`config.mk`:
```
export PLATFORM = sky130hd
export DESIGN_NAME = spi_master_flat
export DESIGN_NICKNAME = d
export VERILOG_FILES = /design/src/rtl/spi_pkg.sv /design/src/rtl/spi_master_if.sv /design/src/rtl/spi_clk_tick.sv /design/src/rtl/spi_master.sv /design/src/flat_wrapper.sv
export SDC_FILE = /design/constraint.sdc
export NUM_CORES = 1
export LEC_CHECK = 0
export CAP_MARGIN = 10
export CORE_MARGIN = 8
export CORE_UTILIZATION = 55
export CTS_CLUSTER_SIZE = 12
export DETAILED_ROUTE_END_ITERATION = 6
export PLACE_DENSITY_LB_ADDON = 0.05
export SLEW_MARGIN = 10
export SYNTH_ARGS = -nofsm -noshare
export SYNTH_HDL_FRONTEND = slang
export SYNTH_SLANG_ARGS = --single-unit
export TNS_END_PERCENT = 20
```
`constraint.sdc`:
```
create_clock -name clk -period 2.7 [get_ports clk]
set_input_delay 0.54 -clock clk [delete_from_list [all_inputs] [get_ports clk]]
set_output_delay 0.54 -clock clk [all_outputs]
set_load 0.02 [all_outputs]
```
`src/rtl/spi_pkg.sv`:
```
// Shared SPI definitions: FSM states and the mode constants
// that the master, the slave and their benches agree on.
package spi_pkg;

    typedef enum logic [2:0] {
        IDLE,
        SETUP,
        SHIFT,
        HOLD,
        GAP
    } spi_state_e;

    localparam bit SPI_CPOL      = 1'b0;
    localparam bit SPI_CPHA      = 1'b0;
    localparam bit SPI_MSB_FIRST = 1'b1;

endpackage

```
`src/rtl/spi_master_if.sv`:
```
// Word-level handshake between user logic and the SPI engine.
// The engine takes the slave modport, user logic the master one.
interface spi_master_if #(
    parameter int WIDTH = 8
);

    logic [WIDTH-1:0] data_in;
    logic             data_in_valid;
    logic [WIDTH-1:0] data_out;
    logic             data_out_valid;
    logic             busy;

    modport master (
        output data_in,
        output data_in_valid,
        input  data_out,
        input  data_out_valid,
        input  busy
    );

    modport slave (
        input  data_in,
        input  data_in_valid,
        output data_out,
        output data_out_valid,
        output busy
    );

endinterface

```
`src/rtl/spi_clk_tick.sv`:
```
// Half-period timer: one-cycle tick every CLK_DIV cycles while
// enabled; reloads whenever disabled so each frame starts aligned.
module spi_clk_tick #(
    parameter int CLK_DIV = 4
) (
    input  logic clk,
    input  logic rst,
    input  logic en_i,
    output logic tick_o
);

    localparam int CW = (CLK_DIV > 2) ? $clog2(CLK_DIV) : 1;
    localparam logic [CW-1:0] LOAD = CW'(CLK_DIV - 1);

    logic [CW-1:0] cnt_q;

    assign tick_o = en_i && (cnt_q == '0);

    // Down-count to zero, reload on tick or while idle.
    always_ff @(posedge clk) begin
        if (rst) begin
            cnt_q <= '0;
        end else if (!en_i || tick_o) begin
            cnt_q <= LOAD;
        end else begin
            cnt_q <= cnt_q - 1'b1;
        end
    end

endmodule

```
`src/rtl/spi_master.sv`:
```
// SPI mode-0 master: one accepted word becomes one CS-framed,
// full-duplex, MSB-first transfer followed by a CS-high gap.
module spi_master
    import spi_pkg::*;
#(
    parameter int WIDTH   = 8,
    parameter int CLK_DIV = 4
) (
    input  logic       clk,
    input  logic       rst,
    spi_master_if.slave bus,
    output logic       sck,
    output logic       cs,
    output logic       mosi,
    input  logic       miso
);

    if (CLK_DIV < 2) begin : g_bad_div
        $error("spi_master: CLK_DIV must be >= 2");
    end
    if (WIDTH < 2) begin : g_bad_width
        $error("spi_master: WIDTH must be >= 2");
    end

    localparam int BW = $clog2(WIDTH + 1);
    localparam logic [BW-1:0] BITS = BW'(WIDTH);

    spi_state_e       state_q;
    logic [WIDTH-1:0] tx_q;
    logic [WIDTH-1:0] rx_q;
    logic [WIDTH-1:0] dout_q;
    logic [BW-1:0]    bit_q;
    logic             sck_q;
    logic             cs_q;
    logic             mosi_q;
    logic             busy_q;
    logic             dv_q;
    logic             miso_q;
    logic             samp_q;
    logic             tick;

    spi_clk_tick #(
        .CLK_DIV (CLK_DIV)
    ) u_tick (
        .clk    (clk),
        .rst    (rst),
        .en_i   (state_q != IDLE),
        .tick_o (tick)
    );

    assign sck                = sck_q;
    assign cs                 = cs_q;
    assign mosi               = mosi_q;
    assign bus.busy           = busy_q;
    assign bus.data_out       = dout_q;
    assign bus.data_out_valid = dv_q;

    // Single register stage on the asynchronous slave output.
    always_ff @(posedge clk) begin
        if (rst) begin
            miso_q <= 1'b0;
        end else begin
            miso_q <= miso;
        end
    end

    // Transfer FSM; samp_q delays the receive shift one cycle
    // past each SCK rise so it uses the registered MISO.
    always_ff @(posedge clk) begin
        if (rst) begin
            state_q <= IDLE;
            tx_q    <= '0;
            rx_q    <= '0;
            dout_q  <= '0;
            bit_q   <= '0;
            sck_q   <= 1'b0;
            cs_q    <= 1'b1;
            mosi_q  <= 1'b0;
            busy_q  <= 1'b0;
            dv_q    <= 1'b0;
            samp_q  <= 1'b0;
        end else begin
            dv_q   <= 1'b0;
            samp_q <= 1'b0;
            if (samp_q) begin
                rx_q <= {rx_q[WIDTH-2:0], miso_q};
            end
            unique case (state_q)
                IDLE: begin
                    if (bus.data_in_valid) begin
                        tx_q    <= bus.data_in;
                        mosi_q  <= bus.data_in[WIDTH-1];
                        cs_q    <= 1'b0;
                        busy_q  <= 1'b1;
                        bit_q   <= '0;
                        state_q <= SETUP;
                    end
                end
                SETUP: begin
                    if (tick) begin
                        sck_q   <= 1'b1;
                        samp_q  <= 1'b1;
                        state_q <= SHIFT;
                    end
                end
                SHIFT: begin
                    if (tick) begin
                        if (sck_q) begin
                            sck_q  <= 1'b0;
                            bit_q  <= bit_q + 1'b1;
                            tx_q   <= {tx_q[WIDTH-2:0], 1'b0};
                            mosi_q <= tx_q[WIDTH-2];
                        end else if (bit_q == BITS) begin
                            state_q <= HOLD;
                        end else begin
                            sck_q  <= 1'b1;
                            samp_q <= 1'b1;
                        end
                    end
                end
                HOLD: begin
                    if (tick) begin
                        cs_q    <= 1'b1;
                        dout_q  <= rx_q;
                        dv_q    <= 1'b1;
                        mosi_q  <= 1'b0;
                        state_q <= GAP;
                    end
                end
                GAP: begin
                    if (tick) begin
                        busy_q  <= 1'b0;
                        state_q <= IDLE;
                    end
                end
                default: begin
                    state_q <= IDLE;
                end
            endcase
        end
    end

endmodule

```
`src/flat_wrapper.sv`:
```
// flat-port wrapper written by rule: the top's interface ports become plain ports
module spi_master_flat import spi_pkg::*;
#(
    parameter int WIDTH   = 8,
    parameter int CLK_DIV = 4
)
  (clk, rst, sck, cs, mosi, miso, bus_data_in, bus_data_in_valid, bus_data_out, bus_data_out_valid, bus_busy);
  spi_master_if #(.WIDTH(WIDTH)) bus_i ();
  input  logic clk;
  input  logic rst;
  output logic sck;
  output logic cs;
  output logic mosi;
  input  logic miso;
  input wire logic [$bits(bus_i.data_in)-1:0] bus_data_in;
  input wire logic [$bits(bus_i.data_in_valid)-1:0] bus_data_in_valid;
  output wire logic [$bits(bus_i.data_out)-1:0] bus_data_out;
  output wire logic [$bits(bus_i.data_out_valid)-1:0] bus_data_out_valid;
  output wire logic [$bits(bus_i.busy)-1:0] bus_busy;
  assign bus_i.data_in = bus_data_in;
  assign bus_i.data_in_valid = bus_data_in_valid;
  assign bus_data_out = bus_i.data_out;
  assign bus_data_out_valid = bus_i.data_out_valid;
  assign bus_busy = bus_i.busy;
  spi_master #(.WIDTH(WIDTH), .CLK_DIV(CLK_DIV)) u_core (.clk(clk), .rst(rst), .bus(bus_i), .sck(sck), .cs(cs), .mosi(mosi), .miso(miso));
endmodule
```
==> flow_summary_export.csv, run 1 <==
group,metric,value,unit
sta,fmax,0.515,GHz
detailed_routing,routedWlPerCell,14.0,um
synth,netlist_instances,162,
sta,hold_viol_final,0,
setup_path,cp-start-kind,"flip-flop",
synth,syn_avg_cell_area,9.93,sq um
synth,ys_types,35,
floorplan,core-area,2760,sq um
sta,finalMaxSlewViolations,0,
setup_path,path_cells,"clkdlybuf4s50_1",
clocking,ctsRootBufferMaster,"clkbuf_4",
placed_design,place.gp.congestion,0.719,
finish,drive_gt1_frac,0.0761,
global_route,grt.total_usage,0.129,
detailed_routing,antenna_left,0,
synth,synth.area.top_cells,"dfxtp_1 49%, mux2i_1 9.3%, nor2_1 4.7%",
sta,skew,0.00598,ns
finish,syn2layout_area_growth,16.6,%
detailed_routing,viasPerCell,5.66,
synth,async_reset_ff_frac,0,
floorplan,num_rows,19,
synth,synth-seq-area-share,0.485,
floorplan,die_x,70.1,um
detailed_routing,drc,0,
power_and_ir_drop,vdd_drop_max,0.000457,V
job,maxCapViolations,0,
setup_path,cp.required,2.16,ns
global_route,overflow,0,
setup_path,worstSetupPathDepth,1,
floorplan,die_h,70.1,um
clocking,clock_latency,0.34,ns
clocking,clock_path_buffers,2,
clocking,cts_resized,0,
synth,yosysWarnings,0,
sta,worstMarginPinSlew,0.515,ns
clocking,clkTransAtPathRegs,0.10,ns
placed_design,dp_hpwl,2.16,mm
sta,maxSlewHeadroom,0.656,
placed_design,numPortBuffers,24,
synth,synth_edf_count,0,
setup_path,reg2reg_depth,6,
finish,nets,198,
setup_path,endpoint_kind,"output pin",
synth,synthFlopType,"dfxtp_1",
worst_hold_path,hp-class,"reg -> reg",
sta,tns,0,ns
clocking,htree_levels,2,
run_status,status,"finished, final reports clean",
clocking,cts_tree,"built",
power_and_ir_drop,power,1.04,mW
setup_path,crit_arrival,1.40,ns
global_route,antenna_found_initial,0,
sta,rsz0062_at_grt,"no",
setup_path,cp_slowest_cell,"clkdlybuf4s50_1",
synth,synth_top_area_cell,"dfxtp_1",
detailed_routing,drtIter0Drc,81,
synth,syn_nets,177,
global_route,grt_pass1_wl,5.31,mm
clocking,post_cts.repair.setup_buffers,0,
setup_path,critPathBufInv,1,
sta,holdWs,0.447,ns
setup_path,crit_family,"buffers and inverters",
power_and_ir_drop,p_per_area,556,nW/um^2
synth,synth_top_area_frac,0.485,
finish,diodes,0,
detailed_routing,vias,1216,
floorplan,io_pins,25,
clocking,clock-sinks,39,
sta,finalCritPeriodShare,0.719,
global_route,grt_max_degree,20,
detailed_routing,firstDrtPassIters,4,
setup_path,crit_type,"reg -> out",
floorplan,dieArea,4910,sq um
synth,synth-seq-cells,39,
synth,synth_area,1610,sq um
global_route,first_global_vias,1204,
floorplan,start_util,0.583,
sta,setup_viol,0,
clocking,cts_buffers,5,
setup_path,slowest_delay,0.64,ns
detailed_routing,wirelength,3.01,mm
worst_hold_path,hold_depth,1,
sta,period_needed,1.94,ns
clocking,postCtsHoldBufs,0,
setup_path,crit_fanout,6,
power_and_ir_drop,p_leak,0.699,nW
==> cell families after synthesis <==
logic type / synth area share
flip-flops: 0.485
adder cells (fa/ha/maj): 0.0233
buffers and inverters: 0.0614
XOR/XNOR: 0.0163
AO/OA/AOI/OAI: 0.168
AND/OR/NAND/NOR: 0.152
multiplexers: 0.0933
==> synthesized netlist by cell type, types with 2 or more instances <==
master / instances
mux2i_1: 15
o211ai_1: 3
a22o_1: 8
dfxtp_1: 39
and2b_1: 2
xor2_1: 3
nor2_2: 2
ha_1: 3
nand3b_1: 2
and3_1: 4
nor2_1: 20
buf_6: 3
nand2_1: 5
clkbuf_1: 5
nand3_1: 2
a211oi_1: 6
buf_4: 2
inv_1: 7
nor3_1: 4
nand2b_1: 3
o21ai_0: 3
nor2b_1: 2
a21oi_1: 7
==> placed cells by master, fill, tap and decap left out, drive strengths merged <==
cell	n
nor2b	3
o21ai	3
nor3	4
a311oi	1
clkdlybuf4s50	24
clkbuf	6
a22o	8
nand3b	2
a31oi	2
clkinv	1
nand2b	3
and2b	2
and3	4
nand2	5
or3b	1
ha	3
a211oi	7
mux2i	15
nor2	22
o21a	1
clkinvlp	1
a21oi	8
o211ai	3
buf	1
inv	7
o311a	1
dfxtp	39
nand3	2
a32oi	1
xor2	3
a22oi	1
==> area by class of cell <==
type	instances	area, sq um
Tap cell	31	38.8
Sequential cell	39	781
Clock buffer	6	41.3
Fill cell	250	881
Inverter	7	26.3
Timing Repair Buffer	25	248
Clock inverter	2	12.5
Multi-Input combinational cell	105	729
==> per-layer routing <==
layer | GRT usage | wire (um)
met1 | 0.152 | 1420
met4 | 0.0469 | 38
met5 | 0 | 0
met2 | 0.200 | 1390
met3 | 0.0579 | 161
==> worst paths after layout <==
kind	endpoint	slack [ns]	from
hold reg to reg	u_core.u_tick.cnt_q[0]$_SDFF_PP0_	0.45	u_core.u_tick.cnt_q[0]$_SDFF_PP0_
setup reg to reg	u_core.tx_q[6]$_SDFFE_PP0P_	0.89	u_core.u_tick.cnt_q[0]$_SDFF_PP0_
hold / removal	u_core.u_tick.cnt_q[0]$_SDFF_PP0_	0.45	u_core.u_tick.cnt_q[0]$_SDFF_PP0_
setup / recovery	sck	0.76	u_core.sck$_SDFFE_PP0P_
==> sequential cells by signal, indices dropped and copies added, names as in the netlist, 2 cells and up <==
register             count
u_core.tx_q              7
u_core.state_q           3
u_core.u_tick.cnt_q      2
u_core.bit_q             4
u_core.bus.data_out      8
u_core.rx_q              8
==> power by group <==
part           switching (mW)  internal [mW]  total, mW  leakage (nW)
Sequential             0.0222          0.600      0.622         0.318
Combinational          0.0719         0.0671      0.139         0.352
Clock                   0.182          0.101      0.283        0.0282
Total                   0.276          0.768       1.04         0.699
==> stage by stage <==
stage / util / setup slack (ns) / instance area, sq um / instances
finish: 0.681 / 0.760 / 1880 / 215
detailed placement: 0.661 / 0.620 / 1820 / 207
global placement: 0.661 / 0.674 / 1820 / 207
global route: 0.681 / 0.636 / 1880 / 215
floorplan: - / 1.24 / 1610 / 162
CTS: 0.681 / 0.745 / 1880 / 215
Note: power is estimated with default switching activity, not from simulation.
==> inputs of run 2 (changes only) <==
--- a/config.mk
+++ b/config.mk
@@ -7,7 +7,7 @@
 export LEC_CHECK = 0
 export CAP_MARGIN = 10
 export CORE_MARGIN = 8
-export CORE_UTILIZATION = 55
+export CORE_UTILIZATION = 52
 export CTS_CLUSTER_SIZE = 12
 export DETAILED_ROUTE_END_ITERATION = 6
 export PLACE_DENSITY_LB_ADDON = 0.05
==> constraint.sdc (replaced) <==
create_clock -name clk -period 1.9 [get_ports clk]
set_input_delay 0.38 -clock clk [delete_from_list [all_inputs] [get_ports clk]]
set_output_delay 0.38 -clock clk [all_outputs]
set_load 0.02 [all_outputs]
==> flow_summary_export.csv, run 2 (same netlist as run 1, synthesis figures left out) <==
group,metric,value,unit
run_status,status,"finished, final reports clean",
sta,skew,0.00928,ns
power_and_ir_drop,switchingPower,0.400,mW
placed_design,dpl.cell_count,212,
setup_path,critPathBufInv,1,
floorplan,die_x,71.6,um
power_and_ir_drop,p_leak,0.713,nW
worst_hold_path,hp-class,"reg -> reg",
clocking,clock_latency,0.34,ns
global_route,gr-usage-met3,0.0502,
finish,fin_area,1900,sq um
clocking,htree_levels,2,
clocking,postCtsHoldBufs,0,
floorplan,dieArea,5130,sq um
clocking,cts_resized,0,
finish,finalCoreUtilization,0.633,
detailed_routing,drtIter0Drc,112,
finish,layout_common_cells,"39 x dfxtp_1, 24 x clkdlybuf4s50_1, 20 x nor2_1",
sta,fmax,0.557,GHz
floorplan,die_h,71.6,um
detailed_routing,drc,0,
clocking,ctsRootBufferMaster,"clkbuf_4",
setup_path,cp_slowest_cell,"clkdlybuf4s50_1",
clocking,clkTransAtPathRegs,0.11,ns
setup_path,cp.required,1.52,ns
power_and_ir_drop,swShare,0.268,
setup_path,path_cells,"clkdlybuf4s50_1",
global_route,grt.total_usage,0.127,
power_and_ir_drop,seqPwrFrac,0.591,
global_route,grt_use_met2,0.196,
sta,finalCritPeriodShare,0.945,
floorplan,core-area,3000,sq um
sta,maxSlewHeadroom,0.685,
sta,period_needed,1.79,ns
setup_path,cp-start-kind,"flip-flop",
setup_path,crit_fanout,6,
detailed_routing,routedWlPerCell,13.7,um
global_route,grt_pass1_wl,5.26,mm
detailed_routing,antenna_left,0,
clocking,clock-sinks,39,
sta,tns,0,ns
finish,num-fill-cells,269,
global_route,grt_use_met1,0.151,
placed_design,place.gp.congestion,0.774,
setup_path,crit_family,"buffers and inverters",
floorplan,start_util,0.536,
setup_path,r2r-start,"u_core.state_q[1]$_SDFFE_PP0P_",
finish,nets,201,
floorplan,num_rows,20,
finish,syn2layout_area_growth,18.2,%
sta,hold_viol_final,0,
global_route,top_usage_layer,"met2",
clocking,cts_buffers,5,
power_and_ir_drop,power,1.50,mW
finish,drive_gt1_frac,0.0909,
power_and_ir_drop,clkPwrFrac,0.273,
clocking,post_cts.repair.setup_buffers,0,
finish,diodes,0,
setup_path,crit_type,"reg -> out",
placed_design,dp_hpwl,2.15,mm
global_route,first_global_vias,1170,
clocking,cts_tree,"built",
floorplan,io_pins,25,
placed_design,numPortBuffers,24,
detailed_routing,vias,1206,
sta,rsz0062_at_grt,"no",
job,maxCapViolations,0,
power_and_ir_drop,vdd_drop_max,0.000461,V
detailed_routing,viasPerCell,5.48,
setup_path,slowest_delay,0.64,ns
clocking,clock_path_buffers,2,
global_route,antenna_found_initial,0,
setup_path,crit_path_start,"u_core.sck$_SDFFE_PP0P_",
power_and_ir_drop,p_per_area,786,nW/um^2
worst_hold_path,worstHoldStart,"u_core.u_tick.cnt_q[0]$_SDFF_PP0_",
sta,worstMarginPinSlew,0.472,ns
sta,finalMaxSlewViolations,0,
global_route,overflow,0,
detailed_routing,wirelength,3.02,mm
power_and_ir_drop,power_frac_comb,0.136,
detailed_routing,firstDrtPassIters,4,
global_route,grt_max_degree,22,
finish,mostFrequentLayoutCell,"dfxtp_1",
setup_path,crit_arrival,1.41,ns
setup_path,endpoint_kind,"output pin",
sta,setup_viol,0,
placed_design,postPlaceCellArea,1850,sq um
power_and_ir_drop,internal_power,1.10,mW
finish,fin_cells,220,
[run 2: cell count changes in the layout (fill, tap and decap cells not counted), sizes merged]
| cell | delta |
|---|---|
| buf | +3 |
[run 2: layout make-up]
cell class / instances / area, sq um / share of cell area
Sequential cell: 39 / 781 / 0.411
Inverter: 7 / 26.3 / 0.0138
Clock buffer: 6 / 41.3 / 0.0217
Multi-Input combinational cell: 105 / 729 / 0.384
Tap cell: 33 / 41.3 / 0.0217
Clock inverter: 2 / 12.5 / 0.00658
Timing Repair Buffer: 28 / 270 / 0.142
[run 2: routing by layer]
layer  share of wire  routed length, um
met3           0.052                158
met4           0.017                 51
met1            0.49               1470
met5               0                  0
met2            0.44               1340
[run 2: power by group through the flow]
stage | combinational [mW] | sequential (mW) | clock (mW)
floorplan | 0.146 | 0.898 | 0
global placement | 0.199 | 0.902 | 0
detailed placement | 0.205 | 0.902 | 0
CTS | 0.206 | 0.884 | 0.422
global route | 0.227 | 0.889 | 0.454
finish | 0.204 | 0.884 | 0.408
[run 2: stage by stage]
| stage | worst slack [ns] | hold slack [ns] |
|---|---|---|
| after floorplan | 0.437 | 0.408 |
| after global placement | 0.119 | 0.420 |
| after detailed placement | 0.0513 | 0.439 |
| after CTS | 0.0925 | 0.455 |
| after global routing | 0.0336 | 0.476 |
| final | 0.105 | 0.450 |
[run 2: worst paths after layout]
| path | end | slack [ns] | cells after the start |
|---|---|---|---|
| worst max-delay path | sck | 0.11 | 1 |
| worst min-delay path | u_core.u_tick.cnt_q[0]$_SDFF_PP0_ | 0.45 | 1 |
| worst max register to register | u_core.tx_q[1]$_SDFFE_PP0P_ | 0.30 | 4 |
| worst min register to register | u_core.u_tick.cnt_q[0]$_SDFF_PP0_ | 0.45 | 1 |
==> inputs of run 3 (changes only) <==
--- a/config.mk
+++ b/config.mk
@@ -6,11 +6,11 @@
 export NUM_CORES = 1
 export LEC_CHECK = 0
 export CAP_MARGIN = 10
-export CORE_MARGIN = 8
 export CORE_UTILIZATION = 52
 export CTS_CLUSTER_SIZE = 12
 export DETAILED_ROUTE_END_ITERATION = 6
 export PLACE_DENSITY_LB_ADDON = 0.05
+export SETUP_SLACK_MARGIN = 0.3
 export SLEW_MARGIN = 10
 export SYNTH_ARGS = -nofsm -noshare
 export SYNTH_HDL_FRONTEND = slang
==> constraint.sdc (replaced) <==
create_clock -name clk -period 1.9 [get_ports clk]
set_input_delay 0.285 -clock clk [delete_from_list [all_inputs] [get_ports clk]]
set_output_delay 0.285 -clock clk [all_outputs]
set_load 0.02 [all_outputs]
==> flow_summary_export.csv, run 3 (same netlist as run 1, synthesis figures left out) <==
group,metric,value,unit
finish,layout_common_cells,"38 x dfxtp_1, 23 x clkdlybuf4s50_1, 20 x nor2_1",
finish,fin_cells,217,
clocking,clkTransAtPathRegs,0.11,ns
placed_design,dpl.cell_count,209,
clocking,htree_levels,2,
clocking,cts_buffers,5,
sta,tns,0,ns
clocking,clock_path_buffers,2,
setup_path,reg2reg_depth,5,
detailed_routing,antenna_left,0,
clocking,postCtsHoldBufs,0,
setup_path,crit_family,"buffers and inverters",
clocking,clock-sinks,39,
setup_path,crit_arrival,1.31,ns
floorplan,start_util,0.564,
setup_path,path_cells,"clkdlybuf4s50_1",
detailed_routing,drc,3,
sta,holdWs,0.450,ns
finish,nets,200,
detailed_routing,wirelength,2.80,mm
global_route,overflow,0,
setup_path,crit_fanout,3,
sta,fmax,0.626,GHz
detailed_routing,vias,1210,
global_route,grt.total_usage,0.193,
clocking,ctsRootBufferMaster,"clkbuf_4",
clocking,clock_latency,0.35,ns
global_route,antenna_found_initial,0,
finish,finalCoreUtilization,0.666,
clocking,post_cts.repair.setup_buffers,0,
floorplan,io_pins,25,
finish,diodes,0,
run_status,failed_checks,"DRC",
sta,maxSlewHeadroom,0.653,
placed_design,dp_hpwl,2.00,mm
finish,mostFrequentLayoutCell,"dfxtp_1",
floorplan,die_h,57.6,um
floorplan,num_rows,19,
detailed_routing,firstDrtPassIters,6,
sta,worstMarginPinSlew,0.519,ns
sta,setup_viol,0,
sta,finalCritPeriodShare,0.840,
floorplan,die_x,57.6,um
worst_hold_path,hp-class,"reg -> reg",
placed_design,numPortBuffers,24,
worst_hold_path,hold_path_end,"u_core.u_tick.cnt_q[0]$_SDFF_PP0_",
clocking,cts_resized,1,
sta,period_needed,1.60,ns
global_route,first_global_vias,1121,
sta,finalMaxSlewViolations,0,
detailed_routing,viasPerCell,5.58,
sta,rsz0062_at_grt,"yes",
setup_path,r2r-start,"u_core.u_tick.cnt_q[0]$_SDFF_PP0_",
setup_path,crit_type,"reg -> out",
worst_hold_path,hold_depth,1,
detailed_routing,drtIter0Drc,50,
finish,drive_gt1_frac,0.102,
power_and_ir_drop,p_leak,0.715,nW
clocking,cts_tree,"built",
setup_path,r2r-end,"u_core.cs$_SDFFE_PP1P_",
setup_path,slowest_delay,0.60,ns
setup_path,endpoint_kind,"output pin",
power_and_ir_drop,p_per_area,786,nW/um^2
run_status,status,"finished with violations",
sta,hold_viol_final,0,
setup_path,cp.required,1.62,ns
global_route,grt_pass1_wl,4.85,mm
setup_path,critPathBufInv,1,
worst_hold_path,worstHoldStart,"u_core.u_tick.cnt_q[0]$_SDFF_PP0_",
job,maxCapViolations,0,
floorplan,core-area,2850,sq um
detailed_routing,routedWlPerCell,12.9,um
power_and_ir_drop,power,1.49,mW
sta,skew,0.00959,ns
setup_path,r2r_setup_slack,0.39,ns
power_and_ir_drop,vdd_drop_max,0.000600,V
placed_design,place.gp.congestion,0.763,
setup_path,worstSetupPathDepth,1,
finish,syn2layout_area_growth,18.1,%
global_route,grt_max_degree,14,
setup_path,cp_slowest_cell,"clkdlybuf4s50_1",
setup_path,cp-start-kind,"flip-flop",
floorplan,dieArea,3320,sq um
==> run 3: routing by layer <==
layer / track usage / vias up / share of wire
li1: - / 617 / -
met1: 0.246 / 565 / 0.48
met2: 0.302 / 23 / 0.47
met3: 0.0469 / 5 / 0.036
met4: 0.105 / 0 / 0.016
met5: 0 / - / 0
==> run 3: worst max-delay path by stage <==
stage                                      start                     endpoint
2_1_floorplan  u_core.u_tick.cnt_q[0]$_SDFF_PP0_  u_core.tx_q[1]$_SDFFE_PP0P_
3_3_place_gp                   bus_data_in_valid  u_core.tx_q[1]$_SDFFE_PP0P_
3_5_place_dp                   bus_data_in_valid  u_core.tx_q[6]$_SDFFE_PP0P_
4_1_cts             u_core.bus.busy$_SDFFE_PP0P_                     bus_busy
5_1_grt        u_core.u_tick.cnt_q[0]$_SDFF_PP0_       u_core.cs$_SDFFE_PP1P_
6_report            u_core.bus.busy$_SDFFE_PP0P_                     bus_busy
==> run 3: where the power goes <==
| group | total (mW) | internal (mW) | switching, mW |
|---|---|---|---|
| registers | 0.884 | 0.853 | 0.0307 |
| clock network | 0.408 | 0.143 | 0.265 |
| logic | 0.203 | 0.100 | 0.103 |
==> run 3: per-stage QoR <==
step | instance area, sq um | setup WS, ns
3_5_place_dp | 1840 | 0.151
6_report | 1900 | 0.304
2_1_floorplan | 1610 | 0.437
4_1_cts | 1890 | 0.286
5_1_grt | 1900 | 0.129
3_3_place_gp | 1840 | 0.215
==> run 3: final cells by class <==
type                            count  area [sq um]
Tap cell                           31          38.8
Fill cell                         242           952
Clock buffer                        6          41.3
Multi-Input combinational cell    105           738
Sequential cell                    39           782
Timing Repair Buffer               27           262
Inverter                            7          26.3
Clock inverter                      2          12.5
